`config.mk`:
```
export PLATFORM = sky130hd
export DESIGN_NAME = branch_predict_flat
export DESIGN_NICKNAME = d
export VERILOG_FILES = /design/src/rtl/branch_predict_if.sv /design/src/rtl/branch_predict.sv /design/src/flat_wrapper.sv
export SDC_FILE = /design/constraint.sdc
export NUM_CORES = 1
export LEC_CHECK = 0
export CORE_MARGIN = 5
export CORE_UTILIZATION = 35
export DETAILED_ROUTE_END_ITERATION = 6
export HOLD_SLACK_MARGIN = 0.12
export PLACE_DENSITY = 0.54
export SLEW_MARGIN = 20
export SYNTH_ARGS = -nofsm -noshare
export SYNTH_HDL_FRONTEND = slang
export SYNTH_SLANG_ARGS = --single-unit
```
`constraint.sdc`:
```
create_clock -name clk -period 7.1 [get_ports clk]
set_clock_uncertainty 0.15 [all_clocks]
set_input_delay 1.42 -clock clk [delete_from_list [all_inputs] [get_ports clk]]
set_output_delay 1.42 -clock clk [all_outputs]
set_load 0.01 [all_outputs]
```
`src/rtl/branch_predict_if.sv`:
```
// Bundles the predictor's pipeline-facing signals. The pipeline side uses the
// master modport, the predictor uses slave. The dbg_* signals give read-only
// visibility of the PHT, the GHR and the decode counter.
//
// Protocol note: there is no valid/ready handshake on this bundle. Each stage
// qualifies its own request with a level signal: branchD marks a branch in
// decode, and branchE & ~stallE marks a training request in execute. A request
// is taken on every rising edge where it is high. Stall and flush are
// level-sensitive and are honoured on the same edge.
interface branch_predict_if #(
  parameter int PHT_BITS = 6,
  parameter int GHR_BITS = 6
);
  logic                stallD;
  logic                flushD;
  logic [31:0]         pcF;
  logic                branchD;
  logic                pred_takeD;
  logic [PHT_BITS-1:0] pht_indexD;
  logic                branchE;
  logic                stallE;
  logic                pred_takeE;
  logic [PHT_BITS-1:0] pht_indexE;
  logic                actual_takeE;
  logic                mispredictE;
  logic [PHT_BITS-1:0] dbg_index;
  logic [1:0]          dbg_ctr;
  logic [1:0]          dbg_ctrD;
  logic [GHR_BITS-1:0] dbg_ghr;

  modport master (
    output stallD, flushD, pcF, branchD, branchE, stallE, pred_takeE,
           pht_indexE, actual_takeE, dbg_index,
    input  pred_takeD, pht_indexD, mispredictE, dbg_ctr, dbg_ctrD, dbg_ghr
  );

  modport slave (
    input  stallD, flushD, pcF, branchD, branchE, stallE, pred_takeE,
           pht_indexE, actual_takeE, dbg_index,
    output pred_takeD, pht_indexD, mispredictE, dbg_ctr, dbg_ctrD, dbg_ghr
  );
endinterface

```
`src/rtl/branch_predict.sv`:
```
// Gshare direction predictor. Fetch looks up a table of 2-bit saturating
// counters at pcF XOR global history and registers the result into decode.
// Execute trains the table entry that made the prediction (its index travels
// down the pipeline) and shifts the resolved outcome into the history.
module branch_predict #(
  parameter int PHT_BITS = 6,
  parameter int GHR_BITS = 6
) (
  input logic             clk,
  input logic             resetn,
  branch_predict_if.slave bp
);
  localparam int ENTRIES = 1 << PHT_BITS;

  logic [1:0]          pht [ENTRIES];
  logic [GHR_BITS-1:0] ghr;
  logic [1:0]          ctr_d;
  logic [PHT_BITS-1:0] idx_d;

  logic [PHT_BITS-1:0] idx_f;
  logic                upd;
  logic [1:0]          ctr_e_old;
  logic [1:0]          ctr_e_new;
  logic [1:0]          ctr_f;

  // Only pcF[PHT_BITS+1:2] feeds the hash; the rest is intentionally ignored.
  logic unused_pc;
  assign unused_pc = ^{bp.pcF[31:PHT_BITS+2], bp.pcF[1:0]};

  // History is zero-extended into the upper index bits when it is shorter.
  assign idx_f     = bp.pcF[PHT_BITS+1:2] ^ PHT_BITS'(ghr);
  assign upd       = bp.branchE & ~bp.stallE;
  assign ctr_e_old = pht[bp.pht_indexE];

  // Saturating counter step for the entry being trained, plus same-cycle
  // forwarding so decode never captures a counter that is about to change.
  always_comb begin
    ctr_e_new = ctr_e_old;
    if (bp.actual_takeE) begin
      if (ctr_e_old != 2'b11) ctr_e_new = ctr_e_old + 2'b01;
    end else begin
      if (ctr_e_old != 2'b00) ctr_e_new = ctr_e_old - 2'b01;
    end
    ctr_f = pht[idx_f];
    if (upd && (bp.pht_indexE == idx_f)) ctr_f = ctr_e_new;
  end

  // Pattern history table: every entry resets to weakly not-taken.
  always_ff @(posedge clk or negedge resetn) begin
    if (!resetn) begin
      for (int i = 0; i < ENTRIES; i++) pht[i] <= 2'b01;
    end else if (upd) begin
      pht[bp.pht_indexE] <= ctr_e_new;
    end
  end

  // Non-speculative global history: shifts only when a branch trains.
  always_ff @(posedge clk or negedge resetn) begin
    if (!resetn) begin
      ghr <= '0;
    end else if (upd) begin
      ghr <= {ghr[GHR_BITS-2:0], bp.actual_takeE};
    end
  end

  // Decode-stage prediction registers; flush beats stall, stall holds without
  // late forwarding.
  always_ff @(posedge clk or negedge resetn) begin
    if (!resetn) begin
      ctr_d <= 2'b01;
      idx_d <= '0;
    end else if (bp.flushD) begin
      ctr_d <= 2'b01;
      idx_d <= '0;
    end else if (!bp.stallD) begin
      ctr_d <= ctr_f;
      idx_d <= idx_f;
    end
  end

  assign bp.pred_takeD  = bp.branchD & ctr_d[1];
  assign bp.pht_indexD  = idx_d;
  assign bp.mispredictE = bp.branchE & (bp.pred_takeE ^ bp.actual_takeE);

  assign bp.dbg_ctr  = pht[bp.dbg_index];
  assign bp.dbg_ctrD = ctr_d;
  assign bp.dbg_ghr  = ghr;
endmodule

```
`src/flat_wrapper.sv`:
```
// flat-port wrapper written by rule: the top's interface ports become plain ports
module branch_predict_flat 
#(
  parameter int PHT_BITS = 6,
  parameter int GHR_BITS = 6
)
  (clk, resetn, bp_stallD, bp_flushD, bp_pcF, bp_branchD, bp_branchE, bp_stallE, bp_pred_takeE, bp_pht_indexE, bp_actual_takeE, bp_dbg_index, bp_pred_takeD, bp_pht_indexD, bp_mispredictE, bp_dbg_ctr, bp_dbg_ctrD, bp_dbg_ghr);
  branch_predict_if #(.PHT_BITS(PHT_BITS), .GHR_BITS(GHR_BITS)) bp_i ();
  input logic clk;
  input logic resetn;
  input wire logic [$bits(bp_i.stallD)-1:0] bp_stallD;
  input wire logic [$bits(bp_i.flushD)-1:0] bp_flushD;
  input wire logic [$bits(bp_i.pcF)-1:0] bp_pcF;
  input wire logic [$bits(bp_i.branchD)-1:0] bp_branchD;
  input wire logic [$bits(bp_i.branchE)-1:0] bp_branchE;
  input wire logic [$bits(bp_i.stallE)-1:0] bp_stallE;
  input wire logic [$bits(bp_i.pred_takeE)-1:0] bp_pred_takeE;
  input wire logic [$bits(bp_i.pht_indexE)-1:0] bp_pht_indexE;
  input wire logic [$bits(bp_i.actual_takeE)-1:0] bp_actual_takeE;
  input wire logic [$bits(bp_i.dbg_index)-1:0] bp_dbg_index;
  output wire logic [$bits(bp_i.pred_takeD)-1:0] bp_pred_takeD;
  output wire logic [$bits(bp_i.pht_indexD)-1:0] bp_pht_indexD;
  output wire logic [$bits(bp_i.mispredictE)-1:0] bp_mispredictE;
  output wire logic [$bits(bp_i.dbg_ctr)-1:0] bp_dbg_ctr;
  output wire logic [$bits(bp_i.dbg_ctrD)-1:0] bp_dbg_ctrD;
  output wire logic [$bits(bp_i.dbg_ghr)-1:0] bp_dbg_ghr;
  assign bp_i.stallD = bp_stallD;
  assign bp_i.flushD = bp_flushD;
  assign bp_i.pcF = bp_pcF;
  assign bp_i.branchD = bp_branchD;
  assign bp_i.branchE = bp_branchE;
  assign bp_i.stallE = bp_stallE;
  assign bp_i.pred_takeE = bp_pred_takeE;
  assign bp_i.pht_indexE = bp_pht_indexE;
  assign bp_i.actual_takeE = bp_actual_takeE;
  assign bp_i.dbg_index = bp_dbg_index;
  assign bp_pred_takeD = bp_i.pred_takeD;
  assign bp_pht_indexD = bp_i.pht_indexD;
  assign bp_mispredictE = bp_i.mispredictE;
  assign bp_dbg_ctr = bp_i.dbg_ctr;
  assign bp_dbg_ctrD = bp_i.dbg_ctrD;
  assign bp_dbg_ghr = bp_i.dbg_ghr;
  branch_predict #(.PHT_BITS(PHT_BITS), .GHR_BITS(GHR_BITS)) u_core (.clk(clk), .resetn(resetn), .bp(bp_i));
endmodule
```
==> flow_metrics.py, run 1 <==
metrics = {
    "synth": {
        "synth_enable_flop_cells": 0,
        "ys_types": 51,
        "synth-seq-area-share_pct": 40.0,
        "syn_inst": 780,
        "yosys.area_share.xor_xnor_pct": 1.72,
        "synth_compound_area_share_pct": 7.74,
        "yosys.area.top_type": "mux4_2",
        "synthAdderAreaFrac_pct": 0.234,
        "synth_top_family_by_area": "multiplexers",
        "synth_area_per_cell_sq_um": 11.6,
        "synthFlopType": "dfrtp_1",
        "synth_top_area_share_pct": 23.8,
        "synthTopCellsByArea": "mux4_2 24%, dfrtp_1 21%, dfstp_2 19%",
        "synthesis.nets": 833,
        "synthSimpleGateAreaFrac_pct": 12.2,
        "synth_warnings": 0,
        "synth_async_sr_flop_share_pct": 100,
        "synthMuxAreaShare_pct": 34.5,
        "syn-cell-area_sq_um": 9080,
        "yosys_register_bits": 142,
    },
    "worst_setup_path": {
        "worstPathMaxFanout": 32,
        "cp-end-kind": "output pin",
        "worst_ep_required_time_ps": 5530,
        "crit_path_frequent_cell": "mux4_2",
        "r2r_cells": 9,
        "worstPathArrival_ps": 4270,
        "path_cells": "clkdlybuf4s50_1 -> buf_4 -> mux4_2 -> mux4_2 -> mux4_2 -> clkdlybuf4s50_1",
        "rrSetupSlack_ps": 3790,
        "start_kind": "input port",
        "critPathKind": "input port to output pin",
        "cpPeakStageDelay_ps": 550,
        "slowest_stage": "mux4_2",
        "worstReg2RegStart": "u_core.bp.dbg_ghr[0]$_DFFE_PN0P_",
        "timing.rr.end": "u_core.bp.dbg_ctrD[1]$_DFFE_PN0P_",
    },
    "cts": {
        "cts_sinks": 142,
        "cts-resized-gates": 0,
        "numCtsBuffers": 17,
        "postCtsSetupBuffers": 0,
        "clk_latency_ps": 440,
        "clock_path_buffers": 2,
        "cts_tree": "built",
        "ctsHoldBuffers": 0,
        "htree_levels": 4,
        "cts.clk_slew.worst_paths_ps": 60,
        "root_buffer": "clkbuf_16",
    },
    "min_path": {
        "min_delay_path_depth": 2,
        "hp-class": "register to register",
        "worstHoldEndpoint": "u_core.bp.dbg_ctrD[0]$_DFFE_PN1P_",
        "hold_start": "u_core.bp.dbg_ctrD[0]$_DFFE_PN1P_",
    },
    "route": {
        "drt_iter0_markers": 740,
        "vias": 6818,
        "drc": 0,
        "drtAntennaViolNets": 0,
        "dr.pass1.iters": 5,
        "wire_per_inst_microns": 24.6,
        "via_per_inst": 5.93,
        "drt-total-wl_mm": 28.3,
    },
    "global_route": {
        "grt_overflow_total": 0,
        "grt_pass1_vias": 6829,
        "antenna_found_initial": 0,
        "grt_max_degree": 74,
        "grt_first_pass_wirelength_mm": 43.4,
        "grt.total_usage_pct": 19.8,
    },
    "cells_and_area": {
        "fin_nets": 854,
        "num_antenna_cells": 0,
        "final_area_sq_um": 10400,
        "final_cell_mix": "100 x nand2_1, 96 x mux4_2, 88 x nor2_1",
        "syn_to_final_growth_pct": 15.0,
        "final_util_pct": 40.4,
        "layout_commonest_cell": "nand2_1",
        "drive_above_1_share_pct": 36.4,
    },
    "timing": {
        "relSlewSlack_pct": 31.7,
        "worstMarginPinSlew_ps": 1020,
        "finalSetupTns_ps": 0,
        "min_period_ps": 5840,
        "hold_violations": 0,
        "final-max-slew-violation-count": 0,
        "max_freq_ghz": 0.171,
        "finalCritPeriodShare_pct": 82.3,
        "setup_violations": 0,
        "fin_ws_ps": 1260,
        "hold_slack_ps": 362,
        "rsz0062_at_grt": "no",
    },
    "floorplanning": {
        "dieArea_sq_um": 29300,
        "die_w_microns": 171,
        "io_pins": 71,
        "fp.dieH_microns": 171,
        "fp.coreArea_sq_um": 25800,
        "rows": 59,
        "start_util_pct": 35.2,
    },
    "pwr": {
        "power_frac_clock_pct": 35.4,
        "power_frac_seq_pct": 40.7,
        "power.net_switching_mw": 0.757,
        "power_frac_comb_pct": 23.9,
        "p_per_area_nw_per_um2": 238,
        "switching_share_pct": 30.4,
        "p_leak_nw": 4.01,
        "peakVddDrop_v": 0.000201,
        "p_int_mw": 1.73,
    },
    "outcome": {
        "outcome": "completed",
    },
    "placement": {
        "placed_area_sq_um": 9860,
        "dp_slack_ps": 1250,
        "portBuffers": 44,
        "place_congestion": 0.874,
        "dp_hpwl_mm": 19.8,
    },
    "job": {
        "max_cap_viol_count": 0,
    },
}
power groups by stage:
stage / sequential (mW) / clock [mW] / combinational, mW
floorplan: 0.988 / 0 / 0.404
global placement: 1.02 / 0 / 0.590
detailed placement: 1.02 / 0 / 0.594
CTS: 1.01 / 0.902 / 0.596
global route: 1.02 / 0.935 / 0.636
finish: 1.01 / 0.881 / 0.596
final cells by class:
| type | instances | area (sq um) |
|---|---|---|
| fill | 2444 | 15400 |
| multi-input combinational | 575 | 5190 |
| sequential | 142 | 3630 |
| timing repair buffer | 62 | 599 |
| clock buffer | 23 | 498 |
| tap | 335 | 419 |
| clock inverter | 9 | 83.8 |
| inverter | 3 | 11.3 |
synthesized netlist by cell type (4+ instances only):
| cell | count |
|---|---|
| a221oi_1 | 5 |
| nand3_1 | 16 |
| nand2b_1 | 4 |
| nor2_1 | 88 |
| clkbuf_1 | 25 |
| nor4_1 | 5 |
| nand4_1 | 5 |
| a22oi_1 | 4 |
| mux2_2 | 71 |
| xor2_1 | 7 |
| nor2b_1 | 4 |
| buf_2 | 15 |
| mux2i_1 | 16 |
| nand2_1 | 100 |
| dfrtp_1 | 77 |
| a21oi_1 | 47 |
| and2_1 | 5 |
| a31oi_1 | 12 |
| mux4_2 | 96 |
| o21ai_0 | 34 |
| xnor2_1 | 9 |
| buf_1 | 10 |
| dfstp_2 | 65 |
| buf_6 | 9 |
| nor3_1 | 4 |
| and3_1 | 5 |
worst max-delay path by stage:
stage	endpoint	depth (start not counted)	start	slack, ps
floorplan	bp_dbg_ctr[1]	5	bp_dbg_index[0]	1830
global placement	bp_dbg_ctr[0]	6	bp_dbg_index[1]	1270
detailed placement	bp_dbg_ctr[1]	6	bp_dbg_index[1]	1250
CTS	bp_dbg_ctr[1]	6	bp_dbg_index[1]	1250
global route	bp_dbg_ctr[0]	6	bp_dbg_index[0]	1200
finish	bp_dbg_ctr[0]	6	bp_dbg_index[1]	1260
routing by layer:
layer / up-vias / part of all wire [%] / wire, microns / global-route usage, %
met5: - / 0 / 0 / 0
met4: 0 / 4.3 / 1220 / 9.40
met3: 63 / 7.0 / 1990 / 3.81
met2: 294 / 45 / 12900 / 29.9
met1: 3475 / 43 / 12200 / 27.5
li1: 2986 / - / - / -
cells by family (layout without fill, tap and decap cells):
| family | after synthesis | after routing |
|---|---|---|
| simple gates | 252 | 252 |
| mux | 184 | 184 |
| flops | 142 | 142 |
| compound gates | 120 | 120 |
| buf+inv | 63 | 97 |
| xor+xnor | 17 | 17 |
| fa+ha+maj | 2 | 2 |
sequential cells by signal (all words and copies together) (netlist names):
register	flops
u_core.pht	128
u_core.bp.pht_indexD	6
u_core.bp.dbg_ctrD	2
u_core.bp.dbg_ghr	6
critical path, delay by kind of cell:
family / cells / cell delay [ps]
muxes: 3 / 1440
buffers and inverters: 3 / 1370
metrics by stage:
stage	cells	power [mW]
2_1_floorplan	780	1.39
3_3_place_gp	1117	1.61
3_5_place_dp	1117	1.62
4_1_cts	1149	2.51
5_1_grt	1149	2.59
6_report	1149	2.49
(Power assumes the default switching activity.)
==> run 2: changes to the inputs <==
- clock period: 7.1 -> 6 ns (I/O delays scaled with it)
==> run 2 against run 1 <==
Sequential share of layout area is 0.10 points lower. Register-to-register slack worse by 1100 ps. Critical path depth stayed put. Combinational power is 18% higher. Non-clock buffer count is 1 higher. Setup slack worse by 640 ps. Die area stayed put. Count of clock-buffer cells in the layout is 4 lower. Utilization is 0.12 points higher. First-iteration DRC count is 15% higher. Hold slack better by 0.53 ps. Final area is 0.30% higher. Largest cell class unchanged.
==> flow_metrics.py, run 2 (synthesis results as in run 1) <==
metrics = {
    "global_route": {
        "grt_use_met3_pct": 3.77,
        "grt_overflow_total": 0,
        "grt_pass1_vias": 6542,
        "grt_use_met1_pct": 27.7,
        "use_met2_pct": 30.3,
        "grt_max_degree": 56,
        "antenna_found_initial": 1,
        "grt_first_pass_wirelength_mm": 42.7,
        "busiest_layer": "met2",
        "grt.total_usage_pct": 19.5,
    },
    "route": {
        "via_per_inst": 5.91,
        "wire_per_inst_microns": 24.4,
        "drt_iter0_markers": 852,
        "vias": 6799,
        "drc": 0,
        "drt-total-wl_mm": 28.0,
        "drtAntennaViolNets": 0,
        "dr.pass1.iters": 6,
    },
    "worst_setup_path": {
        "path_depth": 6,
        "start_kind": "input port",
        "cpPeakStageDelay_ps": 530,
        "cp_num_buf_inv": 3,
        "critical-path-top-delay-family": "multiplexers",
        "slowest_stage": "mux4_2",
        "r2r_cells": 8,
        "critPathKind": "input port to output pin",
        "worst_ep_required_time_ps": 4650,
        "path_cells": "clkdlybuf4s50_1 -> buf_4 -> mux4_2 -> mux4_2 -> mux4_2 -> clkdlybuf4s50_1",
        "crit_path_frequent_cell": "mux4_2",
        "cp-end-kind": "output pin",
        "worstPathMaxFanout": 32,
        "worstPathArrival_ps": 4040,
    },
    "cells_and_area": {
        "fill_cells": 2498,
        "final_cell_mix": "100 x nand2_1, 96 x mux4_2, 88 x nor2_1",
        "largest_reg_flops": 128,
        "final_area_sq_um": 10500,
        "final_util_pct": 40.5,
        "fin_nets": 855,
        "register_area_sq_um": 3630,
        "multi_input_area_sq_um": 5210,
        "final_cells": 1150,
        "regMostFlops": "u_core.pht",
        "layout_commonest_cell": "nand2_1",
        "syn_to_final_growth_pct": 15.3,
        "num_antenna_cells": 0,
        "drive_above_1_share_pct": 36.4,
    },
    "timing": {
        "fin_ws_ps": 612,
        "max_freq_ghz": 0.186,
        "rsz0062_at_grt": "no",
        "worstMarginPinSlew_ps": 982,
        "finalCritPeriodShare_pct": 89.8,
        "finalSetupTns_ps": 0,
        "setup_violations": 0,
        "relSlewSlack_pct": 34.1,
        "hold_violations": 0,
        "min_period_ps": 5390,
        "final-max-slew-violation-count": 0,
    },
    "placement": {
        "portBuffers": 44,
        "dp_slack_ps": 623,
        "place_congestion": 0.881,
        "dp_hpwl_mm": 19.3,
        "placed_area_sq_um": 9890,
        "post-place-cells": 1118,
    },
    "cts": {
        "clock_path_buffers": 2,
        "root_buffer": "clkbuf_16",
        "htree_levels": 4,
        "ctsHoldBuffers": 0,
        "cts-resized-gates": 0,
        "cts_tree": "built",
        "postCtsSetupBuffers": 0,
        "cts_sinks": 142,
        "clk_latency_ps": 430,
        "numCtsBuffers": 17,
        "cts.clk_slew.worst_paths_ps": 60,
    },
    "job": {
        "max_cap_viol_count": 0,
    },
    "pwr": {
        "peakVddDrop_v": 0.000205,
        "p_per_area_nw_per_um2": 284,
        "p_leak_nw": 4.03,
    },
    "floorplanning": {
        "fp.coreArea_sq_um": 25800,
        "fp.dieH_microns": 171,
        "dieArea_sq_um": 29300,
        "io_pins": 71,
        "start_util_pct": 35.2,
        "die_w_microns": 171,
        "rows": 59,
    },
    "min_path": {
        "min_delay_path_depth": 2,
        "hp-class": "register to register",
    },
    "outcome": {
        "outcome": "completed",
    },
}
run 2: changes by cell type in the layout (fill, tap and decap cells not counted), sizes merged:
| cell | previous run | this run |
|---|---|---|
| bufinv | 1 | 2 |
| clkinvlp | 4 | 2 |
| buf | 22 | 23 |
| clkinv | 3 | 7 |
| clkbuf | 23 | 19 |
| inv | 4 | 5 |
run 2: per-stage QoR:
| step | power (mW) | hold WS, ps |
|---|---|---|
| finish | 2.97 | 362 |
| global route | 3.08 | 374 |
| CTS | 2.99 | 362 |
| detailed placement | 1.92 | 353 |
| global placement | 1.91 | 349 |
| floorplan | 1.65 | 323 |
run 2: path summary, 6_finish.rpt:
kind | from | slack, ps | endpoint
worst max-delay path | bp_dbg_index[1] | 610 | bp_dbg_ctr[0]
worst min-delay path | u_core.bp.dbg_ctrD[0]$_DFFE_PN1P_ | 360 | u_core.bp.dbg_ctrD[0]$_DFFE_PN1P_
worst max register to register | u_core.pht[25]$_DFFE_PN0P_ | 2690 | u_core.pht[38]$_DFFE_PN1P_
worst min register to register | u_core.bp.dbg_ctrD[0]$_DFFE_PN1P_ | 360 | u_core.bp.dbg_ctrD[0]$_DFFE_PN1P_
max in group asynchronous | resetn | 4080 | u_core.pht[37]$_DFFE_PN0P_
min in group asynchronous | resetn | 570 | u_core.pht[87]$_DFFE_PN0P_
run 2: power by group:
part	leakage, nW	switching, mW	internal, mW	total [mW]
Combinational	2.03	0.361	0.345	0.706
Sequential	1.71	0.114	1.09	1.20
Clock	0.283	0.441	0.624	1.06
Total	4.03	0.915	2.06	2.97
run 2: cell type report:
class / count / share of cell area, %
Timing Repair Buffer: 63 / 5.91
Inverter: 3 / 0.108
Clock buffer: 19 / 4.23
Clock inverter: 13 / 1.33
Multi-Input combinational cell: 575 / 49.7
Tap cell: 335 / 4.00
Sequential cell: 142 / 34.7
run 2: metal layers:
layer,wire length (microns),up-vias
li1,-,2971
met1,12100,3438
met2,13000,335
met3,2140,53
met4,760,2
met5,13,-
run 2: tightest hold or removal path, cell delays in order (launching register included):
cell and delay (ps):
dfstp_2 360, nand2_1 60, o211ai_1 80
==> run 3: changes to the inputs <==
- CORE_ASPECT_RATIO: default -> 0.6
- CORE_UTILIZATION: 35 -> 55
- PLACE_DENSITY: 0.54 -> 0.78
==> run 3 against run 2 <==
Non-clock buffer count is 7 higher. Register-to-register slack worse by 140 ps. Sequential cell count stayed put. Global-route usage up 12 points. Sequential power about the same. Utilization increased by 23 points. First-iteration DRC count grew 29%. Sequential share of layout area rose by 0.84 points. Power down 1.0%. Cell count decreased by 10%. Highest routed layer unchanged.
==> flow_metrics.py, run 3 (synthesis results as in run 1) <==
metrics = {
    "placement": {
        "portBuffers": 44,
        "place_congestion": 0.979,
        "placed_area_sq_um": 9680,
        "dp_slack_ps": 671,
        "post-place-cells": 999,
        "dp_hpwl_mm": 20.0,
    },
    "timing": {
        "relSlewSlack_pct": 32.6,
        "finalCritPeriodShare_pct": 89.4,
        "finalSetupTns_ps": 0,
        "rsz0062_at_grt": "no",
        "min_period_ps": 5360,
        "hold_slack_ps": 382,
        "worstMarginPinSlew_ps": 1010,
        "max_freq_ghz": 0.186,
        "setup_violations": 0,
        "hold_violations": 0,
        "fin_ws_ps": 638,
        "final-max-slew-violation-count": 0,
    },
    "min_path": {
        "hp-class": "register to register",
        "min_delay_path_depth": 2,
        "hold_start": "u_core.pht[87]$_DFFE_PN0P_",
        "worstHoldEndpoint": "u_core.pht[87]$_DFFE_PN0P_",
    },
    "cts": {
        "clock_path_buffers": 2,
        "clk_latency_ps": 440,
        "postCtsSetupBuffers": 0,
        "cts_sinks": 142,
        "htree_levels": 4,
        "root_buffer": "clkbuf_16",
        "numCtsBuffers": 17,
        "cts.clk_slew.worst_paths_ps": 60,
        "cts-resized-gates": 0,
        "ctsHoldBuffers": 0,
        "cts_tree": "built",
    },
    "job": {
        "max_cap_viol_count": 0,
    },
    "cells_and_area": {
        "drive_above_1_share_pct": 36.7,
        "regMostFlops": "u_core.pht",
        "final_cell_mix": "100 x nand2_1, 96 x mux4_2, 88 x nor2_1",
        "syn_to_final_growth_pct": 12.6,
        "layout_commonest_cell": "nand2_1",
        "largest_reg_flops": 128,
        "final_cells": 1031,
        "fill_cells": 1289,
        "final_area_sq_um": 10200,
        "fin_nets": 862,
        "final_util_pct": 63.1,
        "num_antenna_cells": 0,
    },
    "pwr": {
        "peakVddDrop_v": 0.000206,
        "power_frac_seq_pct": 41.3,
        "switching_share_pct": 33.2,
        "power.net_switching_mw": 0.977,
        "p_per_area_nw_per_um2": 288,
        "p_leak_nw": 4.01,
        "p_int_mw": 1.96,
        "p_total_mw": 2.94,
        "power_frac_clock_pct": 34.6,
        "power_frac_comb_pct": 24.1,
    },
    "route": {
        "dr.pass1.iters": 5,
        "wire_per_inst_microns": 28.1,
        "drt_iter0_markers": 1102,
        "drtAntennaViolNets": 0,
        "via_per_inst": 7.11,
        "drt-total-wl_mm": 29.0,
        "drc": 0,
        "vias": 7326,
    },
    "floorplanning": {
        "fp.dieH_microns": 110,
        "fp.coreArea_sq_um": 16200,
        "rows": 36,
        "die_w_microns": 176,
        "io_pins": 71,
        "start_util_pct": 56.0,
        "dieArea_sq_um": 19300,
    },
    "worst_setup_path": {
        "cp-end-kind": "output pin",
        "r2r_cells": 9,
        "timing.rr.end": "u_core.bp.dbg_ctrD[0]$_DFFE_PN1P_",
        "start_kind": "input port",
        "worstReg2RegStart": "u_core.bp.dbg_ghr[0]$_DFFE_PN0P_",
        "worstPathMaxFanout": 32,
        "worst_ep_required_time_ps": 4650,
        "critPathKind": "input port to output pin",
        "worstPathArrival_ps": 4010,
        "rrSetupSlack_ps": 2550,
    },
    "global_route": {
        "grt.total_usage_pct": 31.3,
        "grt_overflow_total": 0,
        "grt_pass1_vias": 7276,
        "grt_first_pass_wirelength_mm": 44.8,
        "grt_max_degree": 88,
        "antenna_found_initial": 2,
    },
    "outcome": {
        "outcome": "completed",
    },
}
-- run 3: cell count changes in the layout (fill, tap and decap cells not counted), sizes merged --
cell	previous run	this run
inv	5	10
clkbuf	19	17
buf	23	30
bufinv	2	0
clkinvlp	2	5
clkinv	7	3
-- run 3: final cells by class --
cell class	instances	area, sq um	area share [%]
Clock buffer	17	425	4.16
Clock inverter	15	124	1.21
Inverter	3	11.3	0.110
Multi-Input combinational cell	575	5150	50.3
Sequential cell	142	3630	35.5
Tap cell	209	262	2.56
Timing Repair Buffer	70	622	6.08
-- run 3: worst max-delay path, cell delays in order --
cell and delay (ps):
clkdlybuf4s50_1 450, buf_4 420, mux4_2 400, mux4_2 530, mux4_2 490, clkdlybuf4s50_1 500
-- run 3: worst max path at each step --
stage / cells past startpoint / slack (ps) / startpoint / to
3_5_place_dp: 6 / 670 / bp_dbg_index[1] / bp_dbg_ctr[0]
4_1_cts: 6 / 660 / bp_dbg_index[1] / bp_dbg_ctr[0]
5_1_grt: 6 / 630 / bp_dbg_index[1] / bp_dbg_ctr[0]
3_3_place_gp: 6 / 690 / bp_dbg_index[1] / bp_dbg_ctr[1]
6_report: 6 / 640 / bp_dbg_index[1] / bp_dbg_ctr[0]
2_1_floorplan: 5 / 1170 / bp_dbg_index[0] / bp_dbg_ctr[1]
-- run 3: layer usage --
metal / global-route usage, % / routed length, microns
met1: 45.5 / 11500
met2: 42.0 / 11800
met3: 14.8 / 4890
met4: 9.12 / 805
met5: 0 / 28
-- run 3: power groups by stage --
stage          logic (mW)  registers, mW  clock network [mW]
2_1_floorplan       0.478           1.17                   0
3_3_place_gp        0.675           1.21                   0
3_5_place_dp        0.693           1.22                   0
4_1_cts             0.699           1.20                1.02
5_1_grt             0.753           1.22                1.06
6_report            0.708           1.22                1.02
